File: src/rtl/i2c_reg_target.sv
// I2C register-bank target: 7-bit addressed, pointer byte then auto-incrementing
// data bytes for writes; sequential reads from the current pointer.
module i2c_reg_target #(
  parameter logic [6:0]  SLAVE_ADDR = 7'b1110000,
  parameter int unsigned ADDR_W     = 4,
  parameter int unsigned REG_W      = 8
) (
  input  logic              clk,
  input  logic              rstb,
  input  logic              ena,
  input  logic              scl,
  input  logic              sda_i,
  output logic              sda_oe,
  output logic              wr_rdn,
  output logic [ADDR_W-1:0] addr,
  output logic [REG_W-1:0]  wdata,
  output logic              we,
  input  logic [REG_W-1:0]  rdata
);

  typedef enum logic [3:0] {
    StIdle     = 4'd0,
    StDevAddr  = 4'd1,
    StDevAck   = 4'd2,
    StPtr      = 4'd3,
    StPtrAck   = 4'd4,
    StWdata    = 4'd5,
    StWdataAck = 4'd6,
    StRdata    = 4'd7,
    StRdataAck = 4'd8
  } state_e;

  state_e              state_q, state_d;
  logic [2:0]          bit_cnt_q, bit_cnt_d;
  logic [7:0]          shift_q, shift_d;
  logic                sda_drv_q, sda_drv_d;
  logic                ack_on_q, ack_on_d;
  logic                rack_q, rack_d;
  logic                we_q, we_d;
  logic [REG_W-1:0]    wdata_q, wdata_d;
  logic [ADDR_W-1:0]   addr_q, addr_d;
  logic                wr_rdn_q, wr_rdn_d;

  logic scl_s1, scl_s2, scl_s3;
  logic sda_s1, sda_s2, sda_s3;
  logic scl_rise, scl_fall, start_det, stop_det;
  logic [7:0] rx_byte;

  always_ff @(posedge clk or negedge rstb) begin
    if (!rstb) begin
      scl_s1 <= 1'b1;
      scl_s2 <= 1'b1;
      scl_s3 <= 1'b1;
      sda_s1 <= 1'b1;
      sda_s2 <= 1'b1;
      sda_s3 <= 1'b1;
    end else begin
      scl_s1 <= scl;
      scl_s2 <= scl_s1;
      scl_s3 <= scl_s2;
      sda_s1 <= sda_i;
      sda_s2 <= sda_s1;
      sda_s3 <= sda_s2;
    end
  end

  assign scl_rise  = scl_s2 & ~scl_s3;
  assign scl_fall  = ~scl_s2 & scl_s3;
  assign start_det = scl_s2 & scl_s3 & sda_s3 & ~sda_s2;
  assign stop_det  = scl_s2 & scl_s3 & ~sda_s3 & sda_s2;
  assign rx_byte   = {shift_q[6:0], sda_s2};

  always_ff @(posedge clk or negedge rstb) begin
    if (!rstb) begin
      state_q <= StIdle;
    end else begin
      state_q <= state_d;
    end
  end

  always_ff @(posedge clk or negedge rstb) begin
    if (!rstb) begin
      bit_cnt_q <= '0;
      shift_q   <= '0;
      sda_drv_q <= 1'b0;
      ack_on_q  <= 1'b0;
      rack_q    <= 1'b0;
      we_q      <= 1'b0;
      wdata_q   <= '0;
      addr_q    <= '0;
      wr_rdn_q  <= 1'b0;
    end else begin
      bit_cnt_q <= bit_cnt_d;
      shift_q   <= shift_d;
      sda_drv_q <= sda_drv_d;
      ack_on_q  <= ack_on_d;
      rack_q    <= rack_d;
      we_q      <= we_d;
      wdata_q   <= wdata_d;
      addr_q    <= addr_d;
      wr_rdn_q  <= wr_rdn_d;
    end
  end

  always_comb begin
    state_d   = state_q;
    bit_cnt_d = bit_cnt_q;
    shift_d   = shift_q;
    sda_drv_d = sda_drv_q;
    ack_on_d  = ack_on_q;
    rack_d    = rack_q;
    we_d      = 1'b0;
    wdata_d   = wdata_q;
    addr_d    = addr_q;
    wr_rdn_d  = wr_rdn_q;

    // Pointer advances the cycle after each write strobe.
    if (we_q) addr_d = addr_q + ADDR_W'(1);

    if (!ena || start_det || stop_det) begin
      state_d   = (ena && start_det) ? StDevAddr : StIdle;
      bit_cnt_d = '0;
      sda_drv_d = 1'b0;
      ack_on_d  = 1'b0;
      rack_d    = 1'b0;
    end else begin
      unique case (state_q)
        StDevAddr, StPtr, StWdata: begin
          if (scl_rise) begin
            shift_d   = rx_byte;
            bit_cnt_d = bit_cnt_q + 3'd1;
            if (bit_cnt_q == 3'd7) begin
              bit_cnt_d = '0;
              if (state_q == StDevAddr) begin
                if (rx_byte[7:1] == SLAVE_ADDR) begin
                  state_d  = StDevAck;
                  wr_rdn_d = ~rx_byte[0];
                end else begin
                  state_d = StIdle;
                end
              end else if (state_q == StPtr) begin
                addr_d  = rx_byte[ADDR_W-1:0];
                state_d = StPtrAck;
              end else begin
                wdata_d = rx_byte;
                we_d    = 1'b1;
                state_d = StWdataAck;
              end
            end
          end
        end
        StDevAck, StPtrAck, StWdataAck: begin
          // First falling edge pulls SDA low, the second releases it.
          if (scl_fall) begin
            if (!ack_on_q) begin
              ack_on_d  = 1'b1;
              sda_drv_d = 1'b1;
            end else begin
              ack_on_d  = 1'b0;
              sda_drv_d = 1'b0;
              if (state_q == StDevAck && !wr_rdn_q) begin
                shift_d   = rdata;
                sda_drv_d = ~rdata[7];
                state_d   = StRdata;
              end else if (state_q == StDevAck) begin
                state_d = StPtr;
              end else begin
                state_d = StWdata;
              end
            end
          end
        end
        StRdata: begin
          if (scl_rise) begin
            bit_cnt_d = bit_cnt_q + 3'd1;
            if (bit_cnt_q == 3'd7) begin
              bit_cnt_d = '0;
              state_d   = StRdataAck;
            end
          end else if (scl_fall) begin
            shift_d   = {shift_q[6:0], 1'b0};
            sda_drv_d = ~shift_q[6];
          end
        end
        StRdataAck: begin
          if (scl_rise) begin
            if (!sda_s2) begin
              rack_d = 1'b1;
              addr_d = addr_q + ADDR_W'(1);
            end else begin
              state_d = StIdle;
            end
          end else if (scl_fall) begin
            if (rack_q) begin
              rack_d    = 1'b0;
              shift_d   = rdata;
              sda_drv_d = ~rdata[7];
              state_d   = StRdata;
            end else begin
              sda_drv_d = 1'b0;
            end
          end
        end
        default: state_d = StIdle;
      endcase
    end
  end

  always_comb begin
    sda_oe = sda_drv_q & ena;
    we     = we_q & ena;
    wr_rdn = wr_rdn_q;
    addr   = addr_q;
    wdata  = wdata_q;
  end

endmodule

File: config.mk
export PLATFORM = sky130hd
export DESIGN_NAME = i2c_reg_target
export DESIGN_NICKNAME = d
export VERILOG_FILES = /design/src/rtl/i2c_reg_target.sv
export SDC_FILE = /design/constraint.sdc
export NUM_CORES = 1
export LEC_CHECK = 0
export CORE_MARGIN = 2
export CORE_UTILIZATION = 50
export CTS_BUF_LIST = sky130_fd_sc_hd__clkbuf_4 sky130_fd_sc_hd__clkbuf_8
export DETAILED_ROUTE_END_ITERATION = 7
export PLACE_DENSITY = 0.81
export SLEW_MARGIN = 20
export SYNTH_ARGS = -nofsm -noshare
export SYNTH_HDL_FRONTEND = slang
export SYNTH_SLANG_ARGS = --single-unit
File: constraint.sdc
create_clock -name clk -period 4.9 [get_ports clk]
set_clock_uncertainty 0.15 [all_clocks]
set_input_delay 0.98 -clock clk [delete_from_list [all_inputs] [get_ports clk]]
set_output_delay 0.98 -clock clk [all_outputs]
set_load 0.01 [all_outputs]
Word level (Yosys, flattened, before mapping). Index checks and enable logic that the tools add are counted.

Input bits: 13. Logic and storage cells: 160. Output and inout port bits: 15. Bits in registers: 37.

Add/sub/neg operators: 2. Equality and inequality tests: 33. Mux-type cells: 66. Bitwise gates (word level): 18. Reduce and logical (&&, ||, !) cells: 25.

Operator list (count): 2-to-1 mux 4 bit (20); 2-to-1 mux 7 bit (9); != test 3 bit (second input constant) (10); one-hot mux 7 bit (4 select lines) (1); 2-to-1 mux 1 bit (25); 2-to-1 mux 3 bit (6); != test 2 bit (second input constant) (9); AND reduction 6 bit (3); equality test 4 x 3 -> 1 bit (second input constant) (4); one-hot mux 4 bit (4 select lines) (1); != test 4 bit (second input constant) (3); AND reduction 11 bit (1); nonzero test 2 bit (5); AND 1 bit (9); inverter 1 bit (9); AND reduction 9 bit (1); equality test 4 x 2 -> 1 bit (second input constant) (2); one-hot mux 4 bit (2 select lines) (1); nonzero test 4 bit (2); equality test 7 bit (second input constant) (1); OR reduction 3 bit (2); adder 4 x 1 -> 4 bit (second input constant) (1); equality test 4 x 1 -> 1 bit (second input constant) (1); equality test 4 bit (second input constant) (1); other kinds (12) (17).

Depth between registers and ports, before layout. Gate-level depths: netlist (run 1).

Word-level depth: 8. Gate-level depth with buffers: 8. Mapped depth without buffers: 7.

Least setup slack after synthesis (run 1). No wires, ideal clock.

Path type: input -> output. From: in ena. To: out sda_oe. Data arrival time: 1.126 ns. Data required time: 3.770 ns. Path slack: 2.644 ns. Path buffers: 0. Stages: 1. Path through: and2_1.

Cells in the longest elaborated chain, start to end: 1.

Ends and longest elaborated chain: from (decl) (RTL line 10) `input logic ena,`; AND 1 bit (RTL line 210) `sda_oe = sda_drv_q & ena;`; to (decl) (RTL line 13) `output logic sda_oe,`.

No other way between the ends.

Worst setup path in the final report (run 1). Ends and elaborated chain as after synthesis.

==> flow_metrics.tcl, run 1 <==
set metrics [dict create \
    outcome "finished clean" \
    fillCellCount 366 \
    cp_slowest_cell "clkdlybuf4s50_1" \
    finalCriticalPeriod_ps 3360 \
    crit_path_start_kind "input pin" \
    die_h_um 70.8 \
    antenna_found_initial 0 \
    wl_per_cell_um 15.7 \
    criticalPathCategory "input pin to output port" \
    grt_pass1_wl_mm 7.80 \
    drv_slew 0 \
    hold_class "flop to flop" \
    track_usage_pct 19.7 \
    fin_crit_sh_pct 68.7 \
    synth_edf_count 0 \
    tns_ps 0 \
    setup_viol 0 \
    cts.sinks 37 \
    cts_tree "done" \
    synthDistinctLibCells 49 \
    numPortBuffers 27 \
    cts_resized 0 \
    final_common_cell "dfrtp_1" \
    dr_total_vias 1650 \
    avgViaCountPerCell 5.71 \
    dpl_cell_area_um2 2470 \
    top_layer_used "met4" \
    final-hold-violation-count 0 \
    max-cap-violations 0 \
    cts.clk_slew.worst_paths_ps 70 \
    ys.flop_type "dfrtp_1" \
    r2r_slack_ps 2190 \
    place_ws_ps 1530 \
    cts_hold_buf 0 \
    clock.fmax_mhz 297 \
    htree_levels 2 \
    multi_input_comb_area_um2 1170 \
    setup_ws_ps 1540 \
    yosysWarnings 0 \
    core_um2 4320 \
    slew_headroom_pct 47.4 \
    async_reset_ff_share_pct 100 \
    avgSynthCellArea_um2 10.3 \
    powerDensity_nw_per_um2 520 \
    cts_buffers 5 \
    tightest_slew_ps 789 \
    crit_path_max_incr_delay_ps 580 \
    final_util_pct 60.0 \
    wl_met3_um 226 \
    m1WireLength_mm 1.97 \
    critPathMaxFanout 4 \
    critPathBufInv 2 \
    root_buffer "clkbuf_8" \
    wl_met2_mm 2.31 \
    p_leak_nw 1.06 \
    rows 24 \
    totalWireLength_mm 4.55 \
    syn_nets 235 \
    area_growth_pct 16.3 \
    fin_nets 255 \
    drt_pass1_iterations 4 \
    diodes 0 \
    netlist_area_um2 2230 \
    synthCells 216 \
    dp_hpwl_mm 3.18 \
    layout-drive-gt1-share_pct 19.0 \
    holdWs_ps 208 \
    drt_iter0_drc 100 \
    grt_start_max_net_pins 38 \
    endpoint_kind "output port" \
    path_cells "clkdlybuf4s50_1, and2_1, clkdlybuf4s50_1" \
    routabilityCongestion 0.885 \
    clockBufferDepth 2 \
    layout_common_cells "31 x dfrtp_1, 26 x clkdlybuf4s50_1, 23 x mux2_2" \
    drcViolationCount 0 \
    yosysSeqAreaShare_pct 41.9 \
    grt_pass1_vias 1606 \
    initial_core_util_pct 51.6 \
    critPathArrivalTime_ps 2230 \
    fp.dieW_um 70.8 \
    peakVddDrop_mv 0.272 \
    dieArea_um2 5010 \
    ant_nets 0 \
    crit_family "buffers and inverters" \
    path_common_cell "clkdlybuf4s50_1" \
    final_area_um2 2590 \
    synth-seq-cells 37 \
    cts_setup_buffers 0 \
    grt_overflow_total 0 \
    rsz0062_at_grt "false" \
    clock_latency_ps 290 \
    crit_required_ps 3770 \
    io-pin-count 28 \
    regArea_um2 933 \
]
-- metrics by stage --
stage,total power [W],cells
after CTS,0.00135,289
after global routing,0.00144,289
after detailed placement,0.00107,281
after global placement,0.00106,281
after floorplan,0.000951,216
final,0.00135,289
-- sequential cells by signal, summed over array words and instances, names as in the netlist --
| register | count |
|---|---|
| scl_s2 | 1 |
| we_q | 1 |
| sda_s3 | 1 |
| scl_s3 | 1 |
| sda_drv_q | 1 |
| sda_s2 | 1 |
| state_q | 4 |
| bit_cnt_q | 3 |
| shift_q | 7 |
| rack_q | 1 |
| wr_rdn | 1 |
| ack_on_q | 1 |
| sda_s1 | 1 |
| scl_s1 | 1 |
| addr | 4 |
| wdata | 8 |
-- final timing paths --
kind | start | endpoint | depth (start not counted)
min in group asynchronous | rstb | wdata[4]$_DFFE_PN0P_ | 1
hold reg to reg | sda_s1$_DFF_PN1_ | sda_s2$_DFF_PN1_ | 0
setup reg to reg | scl_s2$_DFF_PN1_ | addr[1]$_DFF_PN0_ | 6
hold / removal | sda_s1$_DFF_PN1_ | sda_s2$_DFF_PN1_ | 0
max in group asynchronous | rstb | state_q[0]$_DFFE_PN0P_ | 1
setup / recovery | ena | sda_oe | 3
-- cell type report --
type                            count  area share (%)
Multi-Input combinational cell    155            45.2
Inverter                           10            1.45
Tap cell                           52            2.51
Clock buffer                        6            3.18
Clock inverter                      2            1.45
Sequential cell                    37            36.0
Timing Repair Buffer               27            10.2
-- cell usage after synthesis, types with 2 or more instances --
library cell  count  area share [%]
o21ai_0           6             1.3
dfrtp_1          31              35
nand4_1           2            0.56
xor2_1            6             2.4
xnor2_1           3             1.2
o21ai_2           2            0.79
inv_1            10             1.7
nor2_1           16             2.7
nand2b_1          4             1.1
o21bai_1          2            0.67
mux2_2           23              12
o22ai_1           6             1.7
dfstp_2           6             7.1
o21a_1            3             1.0
nor2b_1           3            0.84
buf_6             2             1.0
ha_1              6             3.4
buf_2             3            0.67
nand3_1           4            0.90
nor3b_1           2            0.67
buf_4             4             1.3
and2_1            3            0.84
mux2i_1           9             4.0
a22oi_1           2            0.67
a21oi_1          10             2.2
o22a_1            4             1.6
nor3_1            6             1.3
nand2_1          13             2.2
clkbuf_1          5            0.84
-- kinds of logic after synthesis --
group,synth area share (%)
fa+ha+maj,3.37
buf+inv,5.56
simple gates,16.3
flops,41.9
xor+xnor,3.54
compound gates,13.7
mux,15.7
-- routing by layer --
layer / GRT usage, % / vias up
li1: - / 803
met2: 32.8 / 59
met1: 25.5 / 782
met4: 6.71 / 0
met5: 0 / -
met3: 4.56 / 6
-- report_power, final --
part | total [W] | leakage (nW) | internal (W) | switching, W
clock network | 0.000277 | 0.0574 | 0.000165 | 0.000111
logic | 0.000590 | 0.534 | 0.000306 | 0.000284
registers | 0.000483 | 0.473 | 0.000367 | 0.000115
total | 0.00135 | 1.06 | 0.000839 | 0.000511
(Power assumes the default switching activity.)
==> inputs of run 2 (changes only) <==
==> constraint.sdc (replaced) <==
create_clock -name clk -period 3.2 [get_ports clk]
set_clock_uncertainty 0.15 [all_clocks]
set_input_delay 0.64 -clock clk [delete_from_list [all_inputs] [get_ports clk]]
set_output_delay 0.64 -clock clk [all_outputs]
set_load 0.01 [all_outputs]
==> flow_metrics.tcl, run 2 (synthesis gave the netlist of run 1 again) <==
set metrics [dict create \
    layout_common_cells "31 x dfrtp_1, 26 x clkdlybuf4s50_1, 23 x mux2_2" \
    cts.sinks 37 \
    grt_pass1_wl_mm 7.64 \
    crit_family "buffers and inverters" \
    antenna_found_initial 0 \
    drt_iter0_drc 70 \
    cellInternalPower_w 0.00129 \
    diodes 0 \
    rsz0062_at_grt "false" \
    largest_reg_flops 8 \
    endpoint_kind "output port" \
    critPathMaxFanout 4 \
    p_clk_share_pct 20.3 \
    critPathBufInv 2 \
    final-hold-violation-count 0 \
    crit_path_max_incr_delay_ps 580 \
    root_buffer "clkbuf_8" \
    outcome "finished clean" \
    p_leak_nw 1.07 \
    drt_pass1_iterations 4 \
    wl_met3_um 251 \
    cts_buffers 5 \
    fin_crit_sh_pct 84.2 \
    final_area_um2 2610 \
    path_cells "clkdlybuf4s50_1, and2_1, clkdlybuf4s50_1" \
    combinationalPowerShare_pct 44.2 \
    cts_setup_buffers 0 \
    p_switching_w 0.000799 \
    max-cap-violations 0 \
    final_common_cell "dfrtp_1" \
    clock_latency_ps 290 \
    fin_nets 257 \
    numPortBuffers 27 \
    die_h_um 70.8 \
    clockBufferDepth 2 \
    htree_levels 2 \
    grt_overflow_total 0 \
    dr_total_vias 1705 \
    finalCriticalPeriod_ps 2690 \
    ant_nets 0 \
    crit_required_ps 2410 \
    total_power_w 0.00209 \
    cts.clk_slew.worst_paths_ps 70 \
    area_growth_pct 17.0 \
    avgViaCountPerCell 5.86 \
    slew_headroom_pct 46.3 \
    critPathArrivalTime_ps 1900 \
    path_common_cell "clkdlybuf4s50_1" \
    cts_hold_buf 0 \
    routabilityCongestion 0.920 \
    setup_viol 0 \
    totalWireLength_mm 4.61 \
    clock.fmax_mhz 371 \
    powerDensity_nw_per_um2 799 \
    hold_class "flop to flop" \
    cts_tree "done" \
    power.share.sequential_pct 35.5 \
    wl_met2_mm 2.23 \
    rows 24 \
    core_um2 4320 \
    fp.dieW_um 70.8 \
    layout-drive-gt1-share_pct 19.7 \
    p_sw_share_pct 38.3 \
    drcViolationCount 0 \
    top_layer_used "met4" \
    tns_ps 0 \
    peakVddDrop_mv 0.418 \
    cts_resized 0 \
    dieArea_um2 5010 \
    track_usage_pct 19.2 \
    io-pin-count 28 \
    dp_hpwl_mm 3.23 \
    m1WireLength_mm 2.03 \
    initial_core_util_pct 51.6 \
    tightest_slew_ps 806 \
    criticalPathCategory "input pin to output port" \
    wl_per_cell_um 15.8 \
    cp_slowest_cell "clkdlybuf4s50_1" \
    final_util_pct 60.3 \
    drv_slew 0 \
    crit_path_start_kind "input pin" \
    grt_start_max_net_pins 38 \
    grt_pass1_vias 1598 \
    dpl_cell_area_um2 2490 \
]
-- run 2: path summary, 6_finish.rpt --
check                                  startpoint                      to  slack (ps)  cells after the start
min                              scl_s1$_DFF_PN1_        scl_s2$_DFF_PN1_         210                      0
max reg2reg                state_q[2]$_DFFE_PN0P_  shift_q[2]$_DFFE_PN0P_         630                      5
min in group asynchronous                    rstb    wdata[4]$_DFFE_PN0P_         280                      1
min reg2reg                      scl_s1$_DFF_PN1_        scl_s2$_DFF_PN1_         210                      0
max                                           ena                      we         510                      3
max in group asynchronous                    rstb    ack_on_q$_DFFE_PN0P_        2110                      1
-- run 2: worst register-to-register path, stage by stage, from the launching register on --
cell and delay (ps):
dfrtp_1 730, or2_1 310, nor2_1 80, nor3_2 510, mux2_2 410, mux2_2 270
-- run 2: per-stage QoR --
stage	cells	setup WS [ps]	hold WS [ps]
3_3_place_gp	283	504	197
5_1_grt	291	501	216
2_1_floorplan	216	948	194
3_5_place_dp	283	429	197
4_1_cts	291	511	208
6_report	291	505	208
-- run 2: cell type report --
| cell class | count | area (µm²) |
|---|---|---|
| fill | 345 | 1720 |
| multi-input combinational | 155 | 1170 |
| sequential | 37 | 933 |
| timing repair buffer | 29 | 280 |
| clock buffer | 6 | 82.6 |
| tap | 52 | 65.1 |
| clock inverter | 2 | 37.5 |
| inverter | 10 | 37.5 |
-- run 2: metal layers --
layer / vias up / global-route usage, %
met5: - / 0
met4: 0 / 5.87
met3: 9 / 3.56
met2: 68 / 30.8
met1: 817 / 26.7
li1: 811 / -
-- run 2: power by group through the flow --
stage                     Sequential, W  Clock [W]  Combinational [W]
final                          0.000741   0.000423           0.000922
after global placement         0.000739          0           0.000894
after global routing           0.000759   0.000448            0.00101
after floorplan                0.000654          0           0.000802
after detailed placement       0.000743          0           0.000905
after CTS                      0.000735   0.000432           0.000919
==> inputs of run 3 (changes only) <==
--- a/config.mk
+++ b/config.mk
@@ -9,7 +9,7 @@
 export CORE_UTILIZATION = 50
 export CTS_BUF_LIST = sky130_fd_sc_hd__clkbuf_4 sky130_fd_sc_hd__clkbuf_8
 export DETAILED_ROUTE_END_ITERATION = 7
-export PLACE_DENSITY = 0.81
+export PLACE_DENSITY = 0.84
 export SLEW_MARGIN = 20
 export SYNTH_ARGS = -nofsm -noshare
 export SYNTH_HDL_FRONTEND = slang
==> constraint.sdc (replaced) <==
create_clock -name clk -period 2.35 [get_ports clk]
set_clock_uncertainty 0.15 [all_clocks]
set_input_delay 0.47 -clock clk [delete_from_list [all_inputs] [get_ports clk]]
set_output_delay 0.47 -clock clk [all_outputs]
set_load 0.01 [all_outputs]
==> flow_metrics.tcl, run 3 (synthesis gave the netlist of run 1 again) <==
set metrics [dict create \
    outcome "finished clean" \
    crit_required_ps 2410 \
    crit_path_max_incr_delay_ps 580 \
    drv_slew 0 \
    path_cells "ha_4, nand2_1, nor4b_2, buf_4, mux2_2, o22a_1, o22ai_1" \
    avgViaCountPerCell 5.60 \
    htree_levels 2 \
    ant_nets 0 \
    fp.dieW_um 70.8 \
    grt_overflow_total 0 \
    fin_crit_sh_pct 94.4 \
    grt_pass1_vias 1751 \
    drcViolationCount 0 \
    initial_core_util_pct 51.6 \
    layout-drive-gt1-share_pct 25.7 \
    cts_buffers 5 \
    peakVddDrop_mv 0.661 \
    powerDensity_nw_per_um2 1070 \
    wl_per_cell_um 15.6 \
    final-hold-violation-count 0 \
    clock.fmax_mhz 451 \
    critPathBufInv 1 \
    cts.sinks 37 \
    hold_class "input pin to async pin" \
    cp_slowest_cell "dfstp_2" \
    numPortBuffers 27 \
    max-cap-violations 0 \
    crit_path_start_kind "flop" \
    grt_pass1_wl_mm 8.34 \
    layout_common_cells "31 x dfrtp_1, 25 x clkdlybuf4s50_1, 23 x mux2_2" \
    fin_nets 275 \
    setup_ws_ps 131 \
    cts_setup_buffers 0 \
    multi_input_comb_area_um2 1180 \
    dp_hpwl_mm 3.54 \
    clock_latency_ps 290 \
    track_usage_pct 21.0 \
    endpoint_kind "flop" \
    clockBufferDepth 2 \
    core_um2 4320 \
    drt_iter0_drc 118 \
    final_common_cell "dfrtp_1" \
    crit_family "flip-flops" \
    setup_viol 0 \
    place_ws_ps -33.3 \
    finalCriticalPeriod_ps 2220 \
    antenna_found_initial 0 \
    final_util_pct 64.0 \
    critPathArrivalTime_ps 2270 \
    drt_pass1_iterations 4 \
    regArea_um2 933 \
    fillCellCount 337 \
    critPathMaxFanout 5 \
    totalWireLength_mm 4.81 \
    rsz0062_at_grt "false" \
    dieArea_um2 5010 \
    root_buffer "clkbuf_8" \
    io-pin-count 28 \
    diodes 0 \
    tightest_slew_ps 806 \
    grt_start_max_net_pins 38 \
    routabilityCongestion 0.976 \
    dr_total_vias 1729 \
    p_leak_nw 1.17 \
    cts_tree "done" \
    area_growth_pct 24.1 \
    slew_headroom_pct 46.3 \
    cts.clk_slew.worst_paths_ps 70 \
    largest_reg_flops 8 \
    holdWs_ps 111 \
    die_h_um 70.8 \
    rows 24 \
    criticalPathCategory "flop to flop" \
]
-- run 3: cell count changes in the layout (fill, tap and decap cells not counted), sizes merged --
cell           previous run  this run
dlygate4sd2               0         1
clkdlybuf4s50            26        25
buf                       3        21
-- run 3: worst register-to-register path, cell delays in order (launching register included) --
cell and delay (ps):
dfstp_2 580, ha_4 180, nand2_1 110, nor4b_2 260, buf_4 180, mux2_2 330
o22a_1 200, o22ai_1 140
-- run 3: area by class of cell --
class | instances | share of cell area [%]
clock inverter | 2 | 1.36
timing repair buffer | 47 | 15.4
multi-input combinational | 155 | 42.8
sequential | 37 | 33.7
inverter | 10 | 1.36
tap | 52 | 2.35
clock buffer | 6 | 2.98
-- run 3: timing repair --
| item | 4_1_cts | 5_1_grt |
|---|---|---|
| gates cloned | 0 | 0 |
| hold endpoints to repair | 0 | 0 |
| hold buffers | 0 | 0 |
| resized for setup | 1 | 2 |
| endpoints found under the setup margin | 2 | 3 |
-- run 3: layer usage --
layer | up-vias | wire [µm] | part of all wire [%] | GRT usage (%)
met1 | 825 | 2120 | 44 | 28.1
li1 | 851 | - | - | -
met5 | - | 0 | 0 | 0
met3 | 7 | 206 | 4.3 | 3.99
met2 | 46 | 2400 | 50 | 34.2
met4 | 0 | 83 | 1.7 | 7.55
-- run 3: report_power, final --
part / switching (W) / total (W) / internal (W)
logic: 0.000682 / 0.00143 / 0.000745
registers: 0.000187 / 0.000954 / 0.000768
clock network: 0.000232 / 0.000577 / 0.000345
-- run 3: path summary, 6_finish.rpt --
kind,to,start,cells after the start,slack [ps]
setup / recovery,addr[0]$_DFF_PN0_,scl_s2$_DFF_PN1_,7,130
hold / removal,wdata[4]$_DFFE_PN0P_,rstb,1,110
setup reg to reg,addr[0]$_DFF_PN0_,scl_s2$_DFF_PN1_,7,130
hold reg to reg,sda_s2$_DFF_PN1_,sda_s1$_DFF_PN1_,0,210
max in group asynchronous,addr[0]$_DFF_PN0_,rstb,1,1420
min in group clk,sda_s2$_DFF_PN1_,sda_s1$_DFF_PN1_,0,210
-- run 3: per-stage QoR --
step | instances | total power (W) | cell area [µm²] | setup TNS (ps)
finish | 309 | 0.00296 | 2770 | 0
detailed placement | 301 | 0.00237 | 2640 | -192
floorplan | 216 | 0.00198 | 2230 | 0
global placement | 301 | 0.00235 | 2640 | 0
global route | 309 | 0.00317 | 2770 | 0
CTS | 309 | 0.00297 | 2760 | 0
